<file path="src/rtl/mem_port_arbiter.sv">
// Shares one single-port memory between fetch (read-only) and data ports; IDLE/ISSUE/WAIT/RESP sequencing.
// Optional statistics counters are enabled by defining MEM_ARB_STATS_EN.
module mem_port_arbiter #(
    parameter int MEM_LAT    = 1,
    parameter int STARVE_MAX = 3
) (
    input  logic        clk,
    input  logic        reset,
    input  logic        if_req,
    input  logic [7:0]  if_addr,
    output logic        if_ready,
    output logic [18:0] if_rdata,
    input  logic        d_req,
    input  logic        d_we,
    input  logic [7:0]  d_addr,
    input  logic [31:0] d_wdata,
    output logic        d_ready,
    output logic [31:0] d_rdata,
    output logic        mem_en,
    output logic        mem_we,
    output logic [8:0]  mem_addr,
    output logic [31:0] mem_wdata,
    input  logic [31:0] mem_rdata,
    output logic        if_stall,
    output logic        d_stall
`ifdef MEM_ARB_STATS_EN
    ,
    output logic [15:0] stat_conflicts,
    output logic [15:0] stat_forced
`endif
);
    localparam logic [2:0] LAT_LOAD   = 3'(MEM_LAT - 1);
    localparam logic [3:0] STARVE_LIM = 4'(STARVE_MAX);

    typedef enum logic [1:0] {IDLE, ISSUE, WAIT, RESP} state_t;

    state_t      state_q, state_d;
    logic        owner_q, owner_d;     // 1 = data port owns the access
    logic        own_we_q, own_we_d;
    logic [2:0]  lat_q, lat_d;
    logic [3:0]  starve_q, starve_d;
    logic        mem_en_q, mem_en_d;
    logic        mem_we_q, mem_we_d;
    logic [8:0]  mem_addr_q, mem_addr_d;
    logic [31:0] mem_wdata_q, mem_wdata_d;
    logic        if_ready_q, if_ready_d;
    logic        d_ready_q, d_ready_d;
    logic [18:0] if_rdata_q, if_rdata_d;
    logic [31:0] d_rdata_q, d_rdata_d;
    logic        pick_fetch;
    logic        both_req;
`ifdef MEM_ARB_STATS_EN
    logic [15:0] conflicts_q, conflicts_d;
    logic [15:0] forced_q, forced_d;
`endif

    always_comb begin
        state_d     = state_q;
        owner_d     = owner_q;
        own_we_d    = own_we_q;
        lat_d       = lat_q;
        starve_d    = starve_q;
        mem_en_d    = 1'b0;
        mem_we_d    = 1'b0;
        mem_addr_d  = mem_addr_q;
        mem_wdata_d = mem_wdata_q;
        if_ready_d  = 1'b0;
        d_ready_d   = 1'b0;
        if_rdata_d  = if_rdata_q;
        d_rdata_d   = d_rdata_q;
        both_req    = if_req & d_req;
        pick_fetch  = if_req & (~d_req | (starve_q == STARVE_LIM));
`ifdef MEM_ARB_STATS_EN
        conflicts_d = conflicts_q;
        forced_d    = forced_q;
`endif
        case (state_q)
            IDLE: begin
                // The cycle after RESP still has ready high while the requester
                // holds req; it is only a new access if req stays high after that.
                if (!(if_ready_q || d_ready_q) && (if_req || d_req)) begin
                    owner_d     = ~pick_fetch;
                    own_we_d    = ~pick_fetch & d_we;
                    mem_en_d    = 1'b1;
                    mem_we_d    = ~pick_fetch & d_we;
                    mem_addr_d  = pick_fetch ? {1'b0, if_addr} : {1'b1, d_addr};
                    mem_wdata_d = pick_fetch ? 32'h0 : d_wdata;
                    if (pick_fetch) begin
                        starve_d = 4'd0;
                    end else if (if_req) begin
                        starve_d = starve_q + 4'd1;
                    end
`ifdef MEM_ARB_STATS_EN
                    if (both_req && conflicts_q != 16'hFFFF) begin
                        conflicts_d = conflicts_q + 16'd1;
                    end
                    if (both_req && pick_fetch && forced_q != 16'hFFFF) begin
                        forced_d = forced_q + 16'd1;
                    end
`endif
                    state_d = ISSUE;
                end
            end
            ISSUE: begin
                lat_d   = LAT_LOAD;
                state_d = (MEM_LAT == 1) ? RESP : WAIT;
            end
            WAIT: begin
                lat_d = lat_q - 3'd1;
                if (lat_q == 3'd1) begin
                    state_d = RESP;
                end
            end
            RESP: begin
                if (owner_q) begin
                    d_ready_d = 1'b1;
                    if (!own_we_q) begin
                        d_rdata_d = mem_rdata;
                    end
                end else begin
                    if_ready_d = 1'b1;
                    if_rdata_d = mem_rdata[18:0];
                end
                state_d = IDLE;
            end
            default: state_d = IDLE;
        endcase
    end

    always_ff @(posedge clk) begin
        if (reset) begin
            state_q     <= IDLE;
            owner_q     <= 1'b0;
            own_we_q    <= 1'b0;
            lat_q       <= 3'd0;
            starve_q    <= 4'd0;
            mem_en_q    <= 1'b0;
            mem_we_q    <= 1'b0;
            mem_addr_q  <= 9'd0;
            mem_wdata_q <= 32'd0;
            if_ready_q  <= 1'b0;
            d_ready_q   <= 1'b0;
            if_rdata_q  <= 19'd0;
            d_rdata_q   <= 32'd0;
`ifdef MEM_ARB_STATS_EN
            conflicts_q <= 16'd0;
            forced_q    <= 16'd0;
`endif
        end else begin
            state_q     <= state_d;
            owner_q     <= owner_d;
            own_we_q    <= own_we_d;
            lat_q       <= lat_d;
            starve_q    <= starve_d;
            mem_en_q    <= mem_en_d;
            mem_we_q    <= mem_we_d;
            mem_addr_q  <= mem_addr_d;
            mem_wdata_q <= mem_wdata_d;
            if_ready_q  <= if_ready_d;
            d_ready_q   <= d_ready_d;
            if_rdata_q  <= if_rdata_d;
            d_rdata_q   <= d_rdata_d;
`ifdef MEM_ARB_STATS_EN
            conflicts_q <= conflicts_d;
            forced_q    <= forced_d;
`endif
        end
    end

    assign mem_en    = mem_en_q;
    assign mem_we    = mem_we_q;
    assign mem_addr  = mem_addr_q;
    assign mem_wdata = mem_wdata_q;
    assign if_ready  = if_ready_q;
    assign d_ready   = d_ready_q;
    assign if_rdata  = if_rdata_q;
    assign d_rdata   = d_rdata_q;
    assign if_stall  = if_req & ~if_ready_q;
    assign d_stall   = d_req & ~d_ready_q;
`ifdef MEM_ARB_STATS_EN
    assign stat_conflicts = conflicts_q;
    assign stat_forced    = forced_q;
`endif

endmodule

</file>
<file path="config.mk">
export PLATFORM = sky130hd
export DESIGN_NAME = mem_port_arbiter
export DESIGN_NICKNAME = d
export VERILOG_FILES = /design/src/rtl/mem_port_arbiter.sv
export SDC_FILE = /design/constraint.sdc
export NUM_CORES = 1
export LEC_CHECK = 0
export CORE_AREA = 10 10 111 113
export CTS_BUF_LIST = sky130_fd_sc_hd__clkbuf_16
export DETAILED_ROUTE_END_ITERATION = 8
export DIE_AREA = 0 0 121 123
export HOLD_SLACK_MARGIN = 0.05
export PLACE_DENSITY = 0.77
export SLEW_MARGIN = 15
export SYNTH_ARGS = -nofsm -noshare
export SYNTH_HDL_FRONTEND = slang
export SYNTH_SLANG_ARGS = --single-unit
</file>
<file path="constraint.sdc">
create_clock -name clk -period 1.75 [get_ports clk]
set_clock_uncertainty 0.1 [all_clocks]
set_input_delay 0.35 -clock clk [delete_from_list [all_inputs] [get_ports clk]]
set_output_delay 0.35 -clock clk [all_outputs]
set_load 0.005 [all_outputs]
</file>
### After elaboration in Yosys (flattened, before gate mapping)

Cells that the tools add are included.

| cells by class | value |
|---|---|
| add/sub/neg operators | 2 |
| equal/unequal tests | 7 |
| muxes and demuxes | 11 |
| reduce and logical (&&, ||, !) cells | 15 |
| bitwise gates (word level) | 14 |

Operators by type and width:

| kind | number |
|---|---|
| $mux 32 | 1 |
| $mux 9 | 1 |
| $not 1->1 | 9 |
| $mux 4 | 2 |
| $pmux 2 s4 | 1 |
| $pmux 3 s2 | 1 |
| $reduce_and 2->1 | 3 |
| $reduce_and 3->1 | 2 |
| $add 4x1->4 const B | 1 |
| $and 1x1->1 | 4 |
| $eq 2x2->1 const B | 2 |
| $eq 4x2->1 const B | 1 |
| $mux 2 | 2 |
| $ne 2x2->1 const B | 2 |
| $reduce_bool 2->1 | 2 |
| $reduce_or 2->1 | 2 |
| $eq 3x1->1 const B | 1 |
| $mux 1 | 3 |
| $reduce_or 3->1 | 1 |
| $sub 3x1->3 const B | 1 |
| $eq 2x1->1 const B | 1 |
| $logic_not 2->1 | 1 |
| $logic_or 1x1->1 | 2 |
| $logic_and 1x1->1 | 1 |
| other kinds (2) | 2 |

| storage, ports and cells | value |
|---|---|
| flip-flop bits (word level) | 107 |
| input port bits | 85 |
| logic and storage cells | 62 |

### Logic depth before layout (Yosys ltp)

Gate-level depths: netlist (run 1).

| depth | value |
|---|---|
| depth in word-level cells | 5 |
| mapped depth | 7 |
| mapped depth without buffers | 6 |

### Worst setup path before layout (run 1)

No wires, ideal clock.

| timing path | value |
|---|---|
| path type | reg2reg |
| from | register state_q[1] |
| to | register d_rdata_q[28] (netlist: d_rdata[28]) |
| setup slack | 182 ps |
| arrival time | 1336 ps |
| data required time | 1518 ps |
| stages on the path, launching flop included | 8 |
| cells stage by stage | dfxtp_1 -> ha_1 -> nand2_1 -> or2_2 -> clkbuf_1 -> clkbuf_1 -> nand2_1 -> a21oi_1 |

| on the way | value |
|---|---|
| cells in the longest elaborated chain, start to end | 2 |

Ends and longest elaborated chain:

| item | RTL line | RTL |
|---|---|---|
| start, declared | 37 | `state_t state_q, state_d;` |
| start signal, assigned | 150 | `state_q <= state_d;` |
| $eq 2x2->1 | 77 | `case (state_q)` |
| $reduce_and 3->1 (no line) | -- |  |
| end signal, assigned | 162 | `d_rdata_q <= d_rdata_d;` |
| end, declared | 49 | `logic [31:0] d_rdata_q, d_rdata_d;` |

Every way passes these cells.
A chain may end at the register's enable or synchronous reset.

### Final worst setup path (run 1)

| timing path | value |
|---|---|
| from | register d_ready_q (netlist: d_ready) |
| to | output port d_ready |

RTL lines:

| item | RTL line | RTL |
|---|---|---|
| start, declared | 47 | `logic d_ready_q, d_ready_d;` |
| start signal, assigned | 160 | `d_ready_q <= d_ready_d;` |
| end, declared | 17 | `output logic d_ready,` |

No word-level cell between the ends.

==> flow_summary.yaml, run 1 <==
run_status:
  status: "completed"
finish:
  seq_area_um2: 2128
  n_fill_cell: 831
  multiInputGateArea_um2: 1727
  layout-drive-gt1-share_pct: 7.048
  fin_cells: 817
  areaGrowthSynthToFinish_pct: 60.55
  nets: 768
  n_antenna_cell: 0
cts:
  cts_htree_levels: 3
  cts_root_buf: "clkbuf_16"
  cts_buffer_depth: 2
  cts_inserted_buffers: 9
  clock_sinks: 106
  insertion_delay_ns: 0.33
  cts_tree: "yes"
  cts.clk_slew.worst_paths_ns: 0.07
routing:
  via_per_inst: 5.028
  drt.antenna.violating_nets: 0
  firstDrtPassIters: 4
  wirelength_um: 13260
  vias: 4108
  wire_per_inst_um: 16.23
  drt_iter0_markers: 373
  route.detailed.drc: 0
critical_path:
  required_ns: 1.30
  worst-path-buf-inv: 1
  cp-end-kind: "output pin"
  crit_chain: "clkdlybuf4s50_1"
  path_class: "flop to output pin"
  path_max_fanout: 4
  crit_path_top_delay_cell: "clkdlybuf4s50_1"
  critical_path.top_delay_family: "buffers and inverters"
  cp_data_arrival_time_ns: 1.25
  crit_path_start_kind: "flop"
  critPathMaxStageDelay_ns: 0.52
power:
  total_power_mw: 7.428
  power_frac_clock_pct: 28.1
  p_leak_nw: 2.318
  power.switching_mw: 2.179
  powerDensity_nw_per_um2: 1151
  ir_drop_v: 0.0005703
  comb_power_share_pct: 32.0
  intPower_mw: 5.249
  power_frac_seq_pct: 39.9
  swShare_pct: 29.34
logic_synthesis:
  synth_top_area_cell: "dfxtp_1"
  syn-num-nets: 594
  synthTopCellsByCount: "150 x nand2_1, 106 x dfxtp_1, 100 x a21oi_1, 39 x nand3_1, 20 x nor2_1"
  ys_ff_latch: 106
  yosys_warnings: 0
  synth_top_area_share_pct: 52.77
  syn_area_um2: 4021
  synth_top_flop_cell: "dfxtp_1"
  postSynthAreaPerCell_um2: 8.011
  yosysUniqueCellTypes: 30
  ys_seq_area_share_pct: 52.77
  yosys.cell_count.top_type: "nand2_1"
  synthTopCellsByArea: "dfxtp_1 53%, nand2_1 14%, a21oi_1 12%"
  synthCells: 502
  synth-edff-count: 0
  synthArstFlopShare_pct: 0
place:
  port_buffers: 182
  place.gp.congestion: 0.8450
  dp.cells: 797
  hpwl_um: 9538
global_route:
  grt_overflow: 0
  antenna_found_initial: 0
  grt_first_pass_wirelength_um: 20120
  grt_usage_pct: 16.49
  grt_max_degree: 48
  grt_pass1_vias: 4050
flow_run:
  maxCapViolations: 0
sta:
  setup_viol: 0
  max_freq_mhz: 589.8
  worstMarginPinSlew_ns: 0.3850
  slew_violations: 0
  maxSlewHeadroom_pct: 74.33
  post-route-min-period_ns: 1.696
  fin_crit_sh_pct: 96.89
  hold_viol_final: 0
die:
  die_h_um: 123
  dieArea_um2: 14880
  io_pins: 183
  core_area_um2: 10140
  start_util_pct: 39.66
  rows: 37
  die_w_um: 121
worst_hold_path:
  hold_class: "input port to flop"
-- state kept, by name, summed over array words and instances (netlist names) --
register and cells:
owner_q 1, mem_we 1, d_rdata 32, own_we_q 1
lat_q 3, if_rdata 19, mem_addr 8, d_ready 1
mem_wdata 32, state_q 2, mem_en 1, if_ready 1
starve_q 4
-- layout by cell type (no fill, tap or decap), drive strengths merged, types with 7 or more instances in the layout --
cell type / netlist / layout
a211oi: 9 / 9
a21oi: 100 / 100
buf: 22 / 17
clkbuf: 16 / 13
clkdlybuf4s50: 0 / 178
dfxtp: 106 / 106
ha: 7 / 7
inv: 7 / 8
nand2: 150 / 150
nand3: 39 / 39
nor2: 20 / 20
-- cell families (layout without fill, tap and decap cells) --
logic type      count (synthesis)  count (layout)  share of synthesized area [%]
mux                             2               2                         0.5289
flops                         106             106                          52.77
compound gates                115             115                          15.18
fa+ha+maj                       7               7                          2.178
buf+inv                        45             224                          5.507
simple gates                  227             227                          23.83
-- routing by layer --
layer | global-route usage [%] | vias up | part of all wire (%)
met2 | 26.80 | 193 | 47
met4 | 5.807 | 0 | 2.0
li1 | - | 2013 | -
met3 | 8.250 | 20 | 12
met1 | 18.39 | 1882 | 39
met5 | 0 | - | 0
-- repair_timing --
action / 4_1_cts / 5_1_grt
endpoints found under the hold margin: 0 / 0
hold buffers: 0 / 0
gates resized for setup: 6 / 12
endpoints found under the setup margin: 13 / 62
buffers inserted: 0 / 2
cloned: 0 / 3
pin swaps: 0 / 2
-- worst paths after layout --
kind           startpoint             to  slack (ns)  depth (start not counted)
min                 reset       if_ready        0.30                          2
max               d_ready        d_ready        0.05                          1
max reg2reg   starve_q[1]  mem_wdata[14]        0.08                          6
min reg2reg  mem_wdata[6]   mem_wdata[6]        0.36                          2
-- stage by stage --
step / setup TNS [ns] / cell area [µm²] / worst slack [ns] / utilization, % / hold slack [ns]
after floorplan: 0 / 4021 / 0.1818 / - / 0.3450
after global placement: -5.779 / 6018 / -0.2074 / 59.36 / 0.3413
after detailed placement: -7.623 / 6018 / -0.2700 / 59.36 / 0.3484
after CTS: 0 / 6332 / 0.001591 / 62.46 / 0.2938
after global routing: -0.05790 / 6456 / -0.03792 / 63.68 / 0.3198
final: 0 / 6456 / 0.05445 / 63.68 / 0.2991
-- final cells by class --
type | instances | share of cell area (%)
Sequential cell | 106 | 32.97
Timing Repair Buffer | 201 | 32.44
Multi-Input combinational cell | 351 | 26.74
Clock buffer | 9 | 3.488
Tap cell | 136 | 2.636
Clock inverter | 7 | 1.318
Inverter | 7 | 0.4070
-- power groups by stage --
| stage | Sequential, mW | Combinational [mW] | Clock, mW |
|---|---|---|---|
| finish | 2.96 | 2.38 | 2.09 |
| global route | 3.00 | 2.64 | 2.24 |
| CTS | 2.96 | 2.36 | 2.15 |
| detailed placement | 3.01 | 2.36 | 0 |
| global placement | 2.99 | 2.27 | 0 |
| floorplan | 3.00 | 1.17 | 0 |
Note: power is estimated with default switching activity, not from simulation.
==> inputs of run 2 (changes only) <==
--- a/config.mk
+++ b/config.mk
@@ -11,7 +11,6 @@
 export DIE_AREA = 0 0 121 123
 export HOLD_SLACK_MARGIN = 0.05
 export PLACE_DENSITY = 0.77
-export SLEW_MARGIN = 15
 export SYNTH_ARGS = -nofsm -noshare
 export SYNTH_HDL_FRONTEND = slang
 export SYNTH_SLANG_ARGS = --single-unit
==> results of run 2 <==
Same layout as run 1: the final DEF is identical, and so are final timing and power.
==> RTL change 1 (settings of run 2) <==
Take the reset off `mem_addr_q`, `mem_wdata_q`, `if_rdata_q` and `d_rdata_q` and load them in a clocked block of their own.
--- a/src/rtl/mem_port_arbiter.sv
+++ b/src/rtl/mem_port_arbiter.sv
@@ -137,10 +137,6 @@
             mem_en_q    <= 1'b0;
             mem_we_q    <= 1'b0;
-            mem_addr_q  <= 9'd0;
-            mem_wdata_q <= 32'd0;
             if_ready_q  <= 1'b0;
             d_ready_q   <= 1'b0;
-            if_rdata_q  <= 19'd0;
-            d_rdata_q   <= 32'd0;
 `ifdef MEM_ARB_STATS_EN
             conflicts_q <= 16'd0;
@@ -155,10 +151,6 @@
             mem_en_q    <= mem_en_d;
             mem_we_q    <= mem_we_d;
-            mem_addr_q  <= mem_addr_d;
-            mem_wdata_q <= mem_wdata_d;
             if_ready_q  <= if_ready_d;
             d_ready_q   <= d_ready_d;
-            if_rdata_q  <= if_rdata_d;
-            d_rdata_q   <= d_rdata_d;
 `ifdef MEM_ARB_STATS_EN
             conflicts_q <= conflicts_d;
@@ -166,4 +158,11 @@
 `endif
         end
+    end
+
+    always_ff @(posedge clk) begin
+        mem_addr_q  <= mem_addr_d;
+        mem_wdata_q <= mem_wdata_d;
+        if_rdata_q  <= if_rdata_d;
+        d_rdata_q   <= d_rdata_d;
     end
 
Formal check against the unedited RTL: not equivalent (Yosys sat finds a counterexample within 4 cycles, from zero or initial values and one cycle with reset high).
==> RTL change 1 against run 2 <==
Area after synthesis down 4.7%. Final area fell by 2.4%. Sequential cell count up 1. Routed wire length shrank 21%. Critical path depth increased by 3. Total power fell by 2.4%. Worst setup slack worse by 0.0046 ns. Sequential share of layout area grew 16 points. Critical path type is now in2out. Highest routed layer unchanged.
==> RTL change 1: results <==
[place]
dp_hpwl_um = 8220
dpl_cell_area_um2 = 6000
gp_congestion = 0.791
port_buffers = 182

[worst_hold_path]
hp-class = reg2reg
min_to = own_we_q$_SDFFE_PP0P_
min_from = own_we_q$_SDFFE_PP0P_

[status]
status = complete, no violations

[synth]
synth_nets = 314
ys_warn_count = 0
yosysSeqAreaShare = 0.799
synth_edf_count = 92
synthTopCellsByCount = 92 x edfxtp_1, 32 x and2_1, 15 x dfxtp_1
synth_cell_types = 31
async_reset_ff_frac = 0
yosys-top-cells-area = edfxtp_1 72%, dfxtp_1 7.8%, and2_1 5.2%

[layout]
drive_above_1_share = 0.139
final_nets = 520

[sta]
worst_slew_pin_slew_ns = 0.270
hold_slack_ns = 0.398

[global_route]
grtUsageTotal = 0.133
antenna_found_initial = 0
grt_pass1_wl_um = 15000
grt_max_degree = 44

[routing]
routedWlPerCell_um = 18.3
drtIter0Drc = 140
drc_errors = 0
via_count = 2516
first_pass_iters = 4

[clock_tree]
clock_path_buffers = 2
cts_root_buffer = clkbuf_16
post_cts_buffers = 0
cts.clk_slew.worst_paths_ns = 0.07
clk_latency_ns = 0.33
cts_made_buffers = 9

[critical_path]
crit_arrival_ns = 1.25
r2r_start = starve_q[1]$_SDFFE_PP0P_
rrSetupSlack_ns = 0.07
rr_endpoint = mem_addr[4]$_DFFE_PP_
r2r_cells = 5
cp_max_fo = 3

[power_and_ir_drop]
irDropWorstVdd_v = 0.000628
p_leak_nw = 2.24
RTL change 1: power breakdown:
part / internal, mW / total [mW] / switching [mW]
logic: 1.12 / 1.88 / 0.756
clock network: 0.976 / 1.88 / 0.903
registers: 3.35 / 3.50 / 0.149
total: 5.45 / 7.25 / 1.81
RTL change 1: how the worst max path moves through the flow:
stage / from / end / slack (ns)
2_1_floorplan: state_q[1]$_SDFFE_PP0P_ / mem_addr[0]$_DFFE_PP_ / -0.20
3_3_place_gp: d_req / d_stall / -0.25
3_5_place_dp: d_req / mem_addr[4]$_DFFE_PP_ / -0.27
4_1_cts: starve_q[0]$_SDFFE_PP0P_ / mem_addr[2]$_DFFE_PP_ / 0.007
5_1_grt: if_req / if_stall / 0.0009
6_report: d_req / d_stall / 0.05
RTL change 1: final cells by class:
type	count	area (um2)
Fill cell	766	3840
Sequential cell	107	3070
Timing Repair Buffer	200	1990
Multi-Input combinational cell	102	758
Clock buffer	9	225
Tap cell	136	170
Clock inverter	7	50.0
Inverter	8	33.8
RTL change 1: per-stage QoR:
stage	instances	worst slack (ns)
floorplan	222	-0.197
global placement	553	-0.248
detailed placement	553	-0.274
CTS	569	0.00749
global route	569	0.000866
finish	569	0.0498
RTL change 1: per-layer routing:
layer | GRT usage | up-vias | part of all wire
li1 | - | 1216 | -
met1 | 0.131 | 1208 | 0.35
met2 | 0.256 | 88 | 0.56
met3 | 0.0465 | 4 | 0.085
met4 | 0.0377 | 0 | 0.0084
met5 | 0 | - | 0
RTL change 1: kinds of logic after synthesis:
kind of cell             share of synthesized area
flip-flops                                   0.799
AO/OA/AOI/OAI                               0.0225
multiplexers                                0.0320
XOR/XNOR                                   0.00229
AND/OR/NAND/NOR                              0.106
buffers and inverters                       0.0150
adder cells (fa/ha/maj)                     0.0229
RTL change 1: worst max-delay path, cell delays in order:
cell             delay, ns
clkdlybuf4s50_1       0.51
inv_2                 0.07
nor2_1                0.08
dlygate4sd2_1         0.24
RTL change 1: repair_timing:
| action | in CTS | in global routing |
|---|---|---|
| endpoints found under the setup margin | 19 | 30 |
| gates resized for setup | 4 | 6 |
| cloned | 0 | 0 |
| endpoints found under the hold margin | 0 | 0 |
==> RTL change 2 (flow settings as in run 2) <==
Made on the original files. The 4 states of `state_t` get a one-hot encoding in 4 bits.
--- a/src/rtl/mem_port_arbiter.sv
+++ b/src/rtl/mem_port_arbiter.sv
@@ -33,5 +33,5 @@
     localparam logic [3:0] STARVE_LIM = 4'(STARVE_MAX);
 
-    typedef enum logic [1:0] {IDLE, ISSUE, WAIT, RESP} state_t;
+    typedef enum logic [3:0] {IDLE = 4'b0001, ISSUE = 4'b0010, WAIT = 4'b0100, RESP = 4'b1000} state_t;
 
     state_t      state_q, state_d;
Check against the original RTL: same outputs for any inputs over 10 cycles, from zero or initial values and one cycle with reset high; not proved beyond that.
==> RTL change 2 against run 2 <==
Routed wire length is 8.2% lower. Critical path depth stayed put. Fmax grew 1.0%. Area after synthesis down 10%. Final area shrank 6.2%. Sequential cell count decreased by 2. Worst setup slack improved by 0.018 ns. Critical path type unchanged.
Power is not compared: it rests on default switching activity, and its combinational part moved more than twofold at a synthesized area within 25%.
==> RTL change 2: results <==
[clock_tree]
cts_root_buffer = clkbuf_16
htreeDepth = 3
clk_latency_ns = 0.34
cts_made_buffers = 9
cts.clk_slew.worst_paths_ns = 0.07
clock_path_buffers = 2

[sta]
worst_slew_pin_slew_ns = 0.345
drv_slew = 0
hold_slack_ns = 0.286

[critical_path]
cp_max_fo = 2
critPathLaunch = mem_wdata[21]$_SDFFE_PP0P_
rr_endpoint = mem_wdata[15]$_SDFFE_PP0P_
r2r_start = starve_q[0]$_SDFFE_PP0P_
crit_slowest_cell = clkdlybuf4s50_1
rrSetupSlack_ns = 0.11
crit_arrival_ns = 1.23
path_delay_family = buffers and inverters
slowest_delay_ns = 0.53
r2r_cells = 8

[synth]
async_reset_ff_frac = 0
yosysSeqAreaShare = 0.575
yosys-top-cells-area = dfxtp_1 57%, nand2_1 11%, a22o_1 8.2%
synth_nets = 473
ys_warn_count = 0
synthTopCellsByCount = 105 x nand2_1, 104 x dfxtp_1, 54 x a21oi_1
synth_cell_types = 29

[status]
status = complete, no violations

[power_and_ir_drop]
irDropWorstVdd_v = 0.000390
p_leak_nw = 2.23

[global_route]
grt_max_degree = 52
grtUsageTotal = 0.149
grt_pass1_vias = 3426
antenna_found_initial = 0
grt_pass1_wl_um = 17900

[worst_hold_path]
hp-class = in2reg
whs_path_depth = 2
min_from = reset
min_to = owner_q$_SDFFE_PP0P_

[layout]
diodes = 0
final_nets = 662
drive_above_1_share = 0.0826

[routing]
first_pass_iters = 5
routedWlPerCell_um = 17.0
via_per_inst = 4.78
drtIter0Drc = 173

[place]
dp_hpwl_um = 8940
dpl_cell_area_um2 = 5690
gp_congestion = 0.747
port_buffers = 182
-- RTL change 2: changes by cell type after synthesis, moves of 4 or more --
cell | run 2 | this run
buf_4 | 6 | 2
ha_1 | 7 | 1
mux2i_1 | 1 | 8
buf_2 | 12 | 8
nand2_1 | 150 | 105
a21oi_1 | 100 | 54
a22o_1 | 0 | 34
nand3_1 | 39 | 0
inv_1 | 7 | 2
-- RTL change 2: worst max path at each step --
stage / end / slack (ns) / cells after the start
floorplan: mem_we$_SDFF_PP0_ / 0.11 / 7
finish: mem_wdata[21] / 0.07 / 1
global placement: d_stall / -0.29 / 3
CTS: d_ready / 0.0004 / 1
detailed placement: d_stall / -0.29 / 3
global route: mem_addr[1]$_SDFFE_PP0P_ / 0.02 / 8
-- RTL change 2: area by class of cell --
class	instances	area, um2
clock buffers	9	225
clock inverters	7	41.3
fillers	850	4080
inverters	2	7.51
multi-input cells	253	1400
flip-flops and latches	104	2090
well taps	136	170
repair buffers	206	2130
-- RTL change 2: logic make-up (layout without fill, tap and decap cells) --
| kind of cell | count (synthesis) | in the layout | share of synthesized area |
|---|---|---|---|
| simple gates | 141 | 141 | 0.170 |
| flops | 104 | 104 | 0.575 |
| compound gates | 103 | 103 | 0.187 |
| buf+inv | 30 | 224 | 0.0422 |
| mux | 8 | 8 | 0.0221 |
| fa+ha+maj | 1 | 1 | 0.00345 |
-- RTL change 2: report_power, final --
| group | total (mW) | switching, mW | internal [mW] |
|---|---|---|---|
| registers | 2.57 | 0.0777 | 2.49 |
| clock network | 1.81 | 0.858 | 0.952 |
| logic | 0.845 | 0.305 | 0.540 |
-- RTL change 2: metrics by stage --
step / cells / setup WS (ns)
floorplan: 387 / 0.105
global placement: 696 / -0.292
detailed placement: 696 / -0.292
CTS: 712 / 0.000416
global route: 717 / 0.0154
finish: 717 / 0.0720
-- RTL change 2: layer usage --
layer,track usage,wire length [um],up-vias
li1,-,-,1703
met1,0.166,4860,1590
met2,0.259,6190,121
met3,0.0383,842,16
met4,0.0732,271,0
met5,0,0,-
-- RTL change 2: timing repair --
item                                    CTS  global route
resized for setup                         4            11
buffers inserted                          0             2
endpoints found under the setup margin    3            38
gates cloned                              0             3
hold buffers                              0             0
pin swaps                                 0             3
